### config.mk
export PLATFORM = sky130hd
export DESIGN_NAME = fix_point_mult_pipe
export DESIGN_NICKNAME = d
export VERILOG_FILES = /design/src/rtl/fix_point_pkg.sv /design/src/rtl/fix_point_round_sat.sv /design/src/rtl/fix_point_mult_pipe.sv
export SDC_FILE = /design/constraint.sdc
export NUM_CORES = 2
export LEC_CHECK = 0
export ABC_CLOCK_PERIOD_IN_PS = 11100
export BUFFER_PORTS_ARGS = -buffer_cell sky130_fd_sc_hd__buf_2
export CORE_MARGIN = 5
export CORE_UTILIZATION = 67
export CTS_BUF_LIST = sky130_fd_sc_hd__clkbuf_4
export CTS_CLUSTER_SIZE = 12
export DETAILED_ROUTE_END_ITERATION = 10
export PLACE_DENSITY = 0.86
export SLEW_MARGIN = 10
export SYNTH_ARGS = -nofsm -noshare
export SYNTH_HDL_FRONTEND = slang
export SYNTH_HIERARCHICAL = 1
export SYNTH_SLANG_ARGS = --single-unit
### constraint.sdc
create_clock -name clk -period 11.1 [get_ports clk]
set_clock_uncertainty 0.1 [all_clocks]
set_input_delay 2.22 -clock clk [delete_from_list [all_inputs] [get_ports clk]]
set_output_delay 2.22 -clock clk [all_outputs]
set_load 0.005 [all_outputs]
### src/rtl/fix_point_pkg.sv
// Shared Q-format constants and record types for the fixed-point datapath blocks
// (multiplier, and the divider/MAC that reuse the same rounding stage).
package fix_point_pkg;

   localparam int DEF_WIDTH      = 32;
   localparam int DEF_FRAC_WIDTH = 30;
   localparam int DEF_TAG_WIDTH  = 8;

   localparam logic signed [DEF_WIDTH-1:0] ONE =
      {{(DEF_WIDTH-1){1'b0}}, 1'b1} << DEF_FRAC_WIDTH;
   localparam logic signed [DEF_WIDTH-1:0] MAX = {1'b0, {(DEF_WIDTH-1){1'b1}}};
   localparam logic signed [DEF_WIDTH-1:0] MIN = {1'b1, {(DEF_WIDTH-1){1'b0}}};

   // One pipeline slot in the default Q format.
   typedef struct packed {
      logic                             valid;
      logic signed [DEF_WIDTH-1:0]      data;
      logic                             ovf;
      logic        [DEF_TAG_WIDTH-1:0]  tag;
   } stage_rec_t;

endpackage

### src/rtl/fix_point_round_sat.sv
// Combinational rescale of a full 2*WIDTH product back to Q format:
// optional half-up rounding, arithmetic shift, then saturate or wrap.
module fix_point_round_sat
   import fix_point_pkg::*;
#(
   parameter int WIDTH      = DEF_WIDTH,
   parameter int FRAC_WIDTH = DEF_FRAC_WIDTH,
   parameter int ROUND      = 1,
   parameter int SATURATE   = 1
) (
   input  logic signed [2*WIDTH-1:0] prod,
   output logic signed [WIDTH-1:0]   xy,
   output logic                      ovf
);

   localparam int PW = 2*WIDTH;
   localparam int SW = PW - FRAC_WIDTH + 1;

   localparam logic signed [PW:0] RND =
      (ROUND != 0) ? ({{PW{1'b0}}, 1'b1} << (FRAC_WIDTH-1)) : '0;
   localparam logic signed [WIDTH-1:0] Q_MAX = {1'b0, {(WIDTH-1){1'b1}}};
   localparam logic signed [WIDTH-1:0] Q_MIN = {1'b1, {(WIDTH-1){1'b0}}};

   logic signed [SW-1:0]     scaled;
   logic        [SW-WIDTH:0] head;

   // One guard bit above the product keeps the rounding carry.
   assign scaled = SW'(($signed({prod[PW-1], prod}) + RND) >>> FRAC_WIDTH);

   // In range exactly when every bit from the result sign upward agrees.
   assign head = scaled[SW-1:WIDTH-1];
   assign ovf  = !((&head) || !(|head));

   always_comb begin
      xy = scaled[WIDTH-1:0];
      if (ovf && (SATURATE != 0)) begin
         xy = scaled[SW-1] ? Q_MIN : Q_MAX;
      end
   end

endmodule

### src/rtl/fix_point_mult_pipe.sv
// Pipelined signed Q-format multiplier with valid/ready flow control and a tag
// travelling alongside each operand pair; STAGES registers in total.
module fix_point_mult_pipe
   import fix_point_pkg::*;
#(
   parameter int WIDTH      = DEF_WIDTH,
   parameter int FRAC_WIDTH = DEF_FRAC_WIDTH,
   parameter int STAGES     = 2,
   parameter int ROUND      = 1,
   parameter int SATURATE   = 1,
   parameter int TAG_WIDTH  = DEF_TAG_WIDTH
) (
   input  logic                        clk,
   input  logic                        reset,
   input  logic                        in_valid,
   output logic                        in_ready,
   input  logic signed [WIDTH-1:0]     in_x,
   input  logic signed [WIDTH-1:0]     in_y,
   input  logic        [TAG_WIDTH-1:0] in_tag,
   output logic                        out_valid,
   input  logic                        out_ready,
   output logic signed [WIDTH-1:0]     out_xy,
   output logic                        out_ovf,
   output logic        [TAG_WIDTH-1:0] out_tag
);

   localparam int PW = 2*WIDTH;

   typedef struct packed {
      logic                        valid;
      logic signed [PW-1:0]        prod;
      logic        [TAG_WIDTH-1:0] tag;
   } prod_stage_t;

   logic                        stall;
   logic                        advance;
   logic                        accept;
   logic                        rs_valid;
   logic signed [PW-1:0]        rs_prod;
   logic        [TAG_WIDTH-1:0] rs_tag;
   logic signed [WIDTH-1:0]     rs_xy;
   logic                        rs_ovf;

   // NOTE: in_ready is combinational from out_ready so the pipe restarts in
   // the same cycle the consumer frees the output register.
   assign stall    = out_valid && !out_ready;
   assign in_ready = !stall;
   assign advance  = !stall;
   assign accept   = in_valid && in_ready;

   generate
      if (STAGES == 1) begin : g_single
         assign rs_valid = accept;
         assign rs_prod  = PW'(in_x) * PW'(in_y);
         assign rs_tag   = in_tag;
      end else begin : g_multi
         prod_stage_t stage_q [STAGES-1];

         // NOTE: only the valid bits are reset; payload is always qualified
         // by valid, so clearing it would just add reset fan-out.
         always_ff @(posedge clk) begin
            if (reset) begin
               for (int i = 0; i < STAGES-1; i++) begin
                  stage_q[i].valid <= 1'b0;
               end
            end else if (advance) begin
               stage_q[0].valid <= accept;
               stage_q[0].prod  <= PW'(in_x) * PW'(in_y);
               stage_q[0].tag   <= in_tag;
               for (int i = 1; i < STAGES-1; i++) begin
                  stage_q[i] <= stage_q[i-1];
               end
            end
         end

         assign rs_valid = stage_q[STAGES-2].valid;
         assign rs_prod  = stage_q[STAGES-2].prod;
         assign rs_tag   = stage_q[STAGES-2].tag;
      end
   endgenerate

   fix_point_round_sat #(
      .WIDTH      (WIDTH),
      .FRAC_WIDTH (FRAC_WIDTH),
      .ROUND      (ROUND),
      .SATURATE   (SATURATE)
   ) u_round_sat (
      .prod (rs_prod),
      .xy   (rs_xy),
      .ovf  (rs_ovf)
   );

   always_ff @(posedge clk) begin
      if (reset) begin
         out_valid <= 1'b0;
         out_xy    <= '0;
         out_ovf   <= 1'b0;
         out_tag   <= '0;
      end else if (advance) begin
         out_valid <= rs_valid;
         if (rs_valid) begin
            out_xy  <= rs_xy;
            out_ovf <= rs_ovf;
            out_tag <= rs_tag;
         end
      end
   end

endmodule
==> reports/qor.csv <==
stage,metric,value,unit
synthesis,Ys Warns,6,
clocking,# Post-CTS Setup Buffers,0,
floorplanning,IO Pins,119,
clocking,hold_buf cts,0,
sta,measured slew at the worst slew-check pin,0.803,ns
clocking,cts repair resizes,0,
critical_path,startpoint types,input port,
synthesis,Synth Cell Area,39800,sq um
floorplanning,Core Area,58900,sq um
critical_path,Worst Path Max Fanout,32,
placement,dpl ws,0.629,ns
hold_path,min-delay worst type,flop to flop,
grt,largest net degree at the start of global routing,45,
floorplanning,Initial Util,67.6,%
synthesis,synthesized area per cell,9.46,sq um
routing,DRC,0,
synthesis,Post-Synthesis Cells,4209,
sta,WHS,0.361,ns
cells_and_area,register area,2160,sq um
sta,fin crit share,89.8,%
placement,HPWL after DPL,81.0,mm
routing,drt wl/cell,19.6,microns
cells_and_area,fin util,69.4,%
cells_and_area,layout filler cell count,4214,
routing,vias post-DR,28500,
critical_path,WP data required,11.22,ns
clocking,maximum buffer depth of the clock tree,2,
run_status,status,"finished, final reports clean",
floorplanning,die height,254,microns
critical_path,crit end category,flop,
sta,crit path time final,9.97,ns
sta,RSZ-0062 raised after global routing,false,
cells_and_area,area grow syn2layout,2.71,%
cells_and_area,fin nets,5489,
routing,post-route ant nets,0,
grt,remaining global-route overflow,0,
grt,gr usage total,31.7,%
sta,PnR worst setup slack,1.13,ns
clocking,Clock Sinks,86,
placement,port bufs,118,
clocking,CTS tree,yes,
grt,initial antenna violation count,3,
placement,Placer Congestion,0.938,
routing,Total Wirelength,96.5,mm
critical_path,r2r setup slk,7.56,ns
sta,Rel. slew slack,46.5,%
clocking,Num CTS Buffers,9,
sta,Final Slew Violations,0,
cells_and_area,Multi-input gate area,33200,sq um
critical_path,CP arrival,10.09,ns
grt,vias in the first global route,32600,
grt,first-pass GRT wire length,163,mm
critical_path,CP Class,input port to flop,
sta,FMAX,100,MHz
clocking,"Clk pin slew, worst setup/hold paths",0.15,ns
clocking,CTS H-tree depth,3,
clocking,clk root buf,clkbuf_4,
floorplanning,Die X,254,microns
job,Max Cap Viol,0,
floorplanning,num rows,89,
floorplanning,full die area,64400,sq um
sta,Post-Route Setup TNS,0,ns
routing,drt first-iter violations,1910,
synthesis,net count of the mapped netlist,5552,
sta,Final setup violation count,0,
routing,vias per cell,5.78,
cells_and_area,share of layout cells above drive strength 1,5.28,%
clocking,Worst-Skew Late Latency,0.45,ns
routing,TritonRoute pass-1 iters,8,
sta,Final Hold Violating Endpoints,0,
-- final timing paths --
kind                                            to                              from  cells past startpoint
setup / recovery  g_multi.stage_q[0][67]$_DFFE_PP_                           in_y[6]                     26
hold / removal              out_xy[1]$_SDFFE_PP0P_            out_xy[1]$_SDFFE_PP0P_                      2
setup reg to reg            out_xy[9]$_SDFFE_PP0P_  g_multi.stage_q[0][43]$_DFFE_PP_                      9
hold reg to reg             out_xy[1]$_SDFFE_PP0P_            out_xy[1]$_SDFFE_PP0P_                      2
-- final cells by class --
class / count / share of cell area, %
antenna: 1 / 0.00612
sequential: 86 / 5.29
clock inverter: 7 / 0.199
tap: 773 / 2.36
inverter: 965 / 8.86
clock buffer: 9 / 0.165
multi-input combinational: 2937 / 81.1
timing repair buffer: 147 / 2.01
-- sequential cells by signal, summed over array words and instances (netlist names) --
name,count
g_multi.stage_q,44
out_ovf,1
out_tag,8
out_valid,1
out_xy,32
-- worst max-delay path, stage by stage --
cell and delay [ns]:
buf_2 0.55, nand2_1 0.18, inv_1 0.12, fa_1 0.42, inv_1 0.28, fa_1 0.48, inv_1 0.22, fa_1 0.51
fa_1 0.62, inv_1 0.53, fa_1 0.54, inv_1 0.10, fa_1 0.41, fa_1 0.52, fa_1 0.42, ha_1 0.37
a21o_1 0.21, a21o_1 0.17, a21o_1 0.18, a21oi_1 0.14, o21bai_1 0.08, a21oi_1 0.19, o21ai_0 0.14, o21bai_1 0.20
o21ai_1 0.11, xor2_1 0.14
-- per-layer routing --
metal / share of wire (%) / track usage [%]
met1: 35 / 39.5
met2: 51 / 54.7
met3: 7.4 / 4.24
met4: 6.5 / 16.1
met5: 0.028 / 0
-- metrics by stage --
| stage | std cells | cell area [sq um] |
|---|---|---|
| 2_1_floorplan | 4209 | 39800 |
| 3_3_place_gp | 4907 | 40700 |
| 3_5_place_dp | 4907 | 40700 |
| 4_1_cts | 4923 | 40900 |
| 5_1_grt | 4925 | 40900 |
| 6_report | 4925 | 40900 |
-- layout by cell type, fill, tap and decap left out, types with 29 or more instances in the layout --
cell type     n
fa_1       1082
inv_1       964
nand2_1     601
and2_1      512
ha_1        185
buf_2       118
a21oi_1      99
nor2_1       75
xnor2_1      55
edfxtp_1     44
dfxtp_1      42
o21ai_0      34
a21o_1       34
nand3_1      29
Power is not shown: default switching activity piles up to over one toggle a cycle in this logic, so the estimate is an artifact.
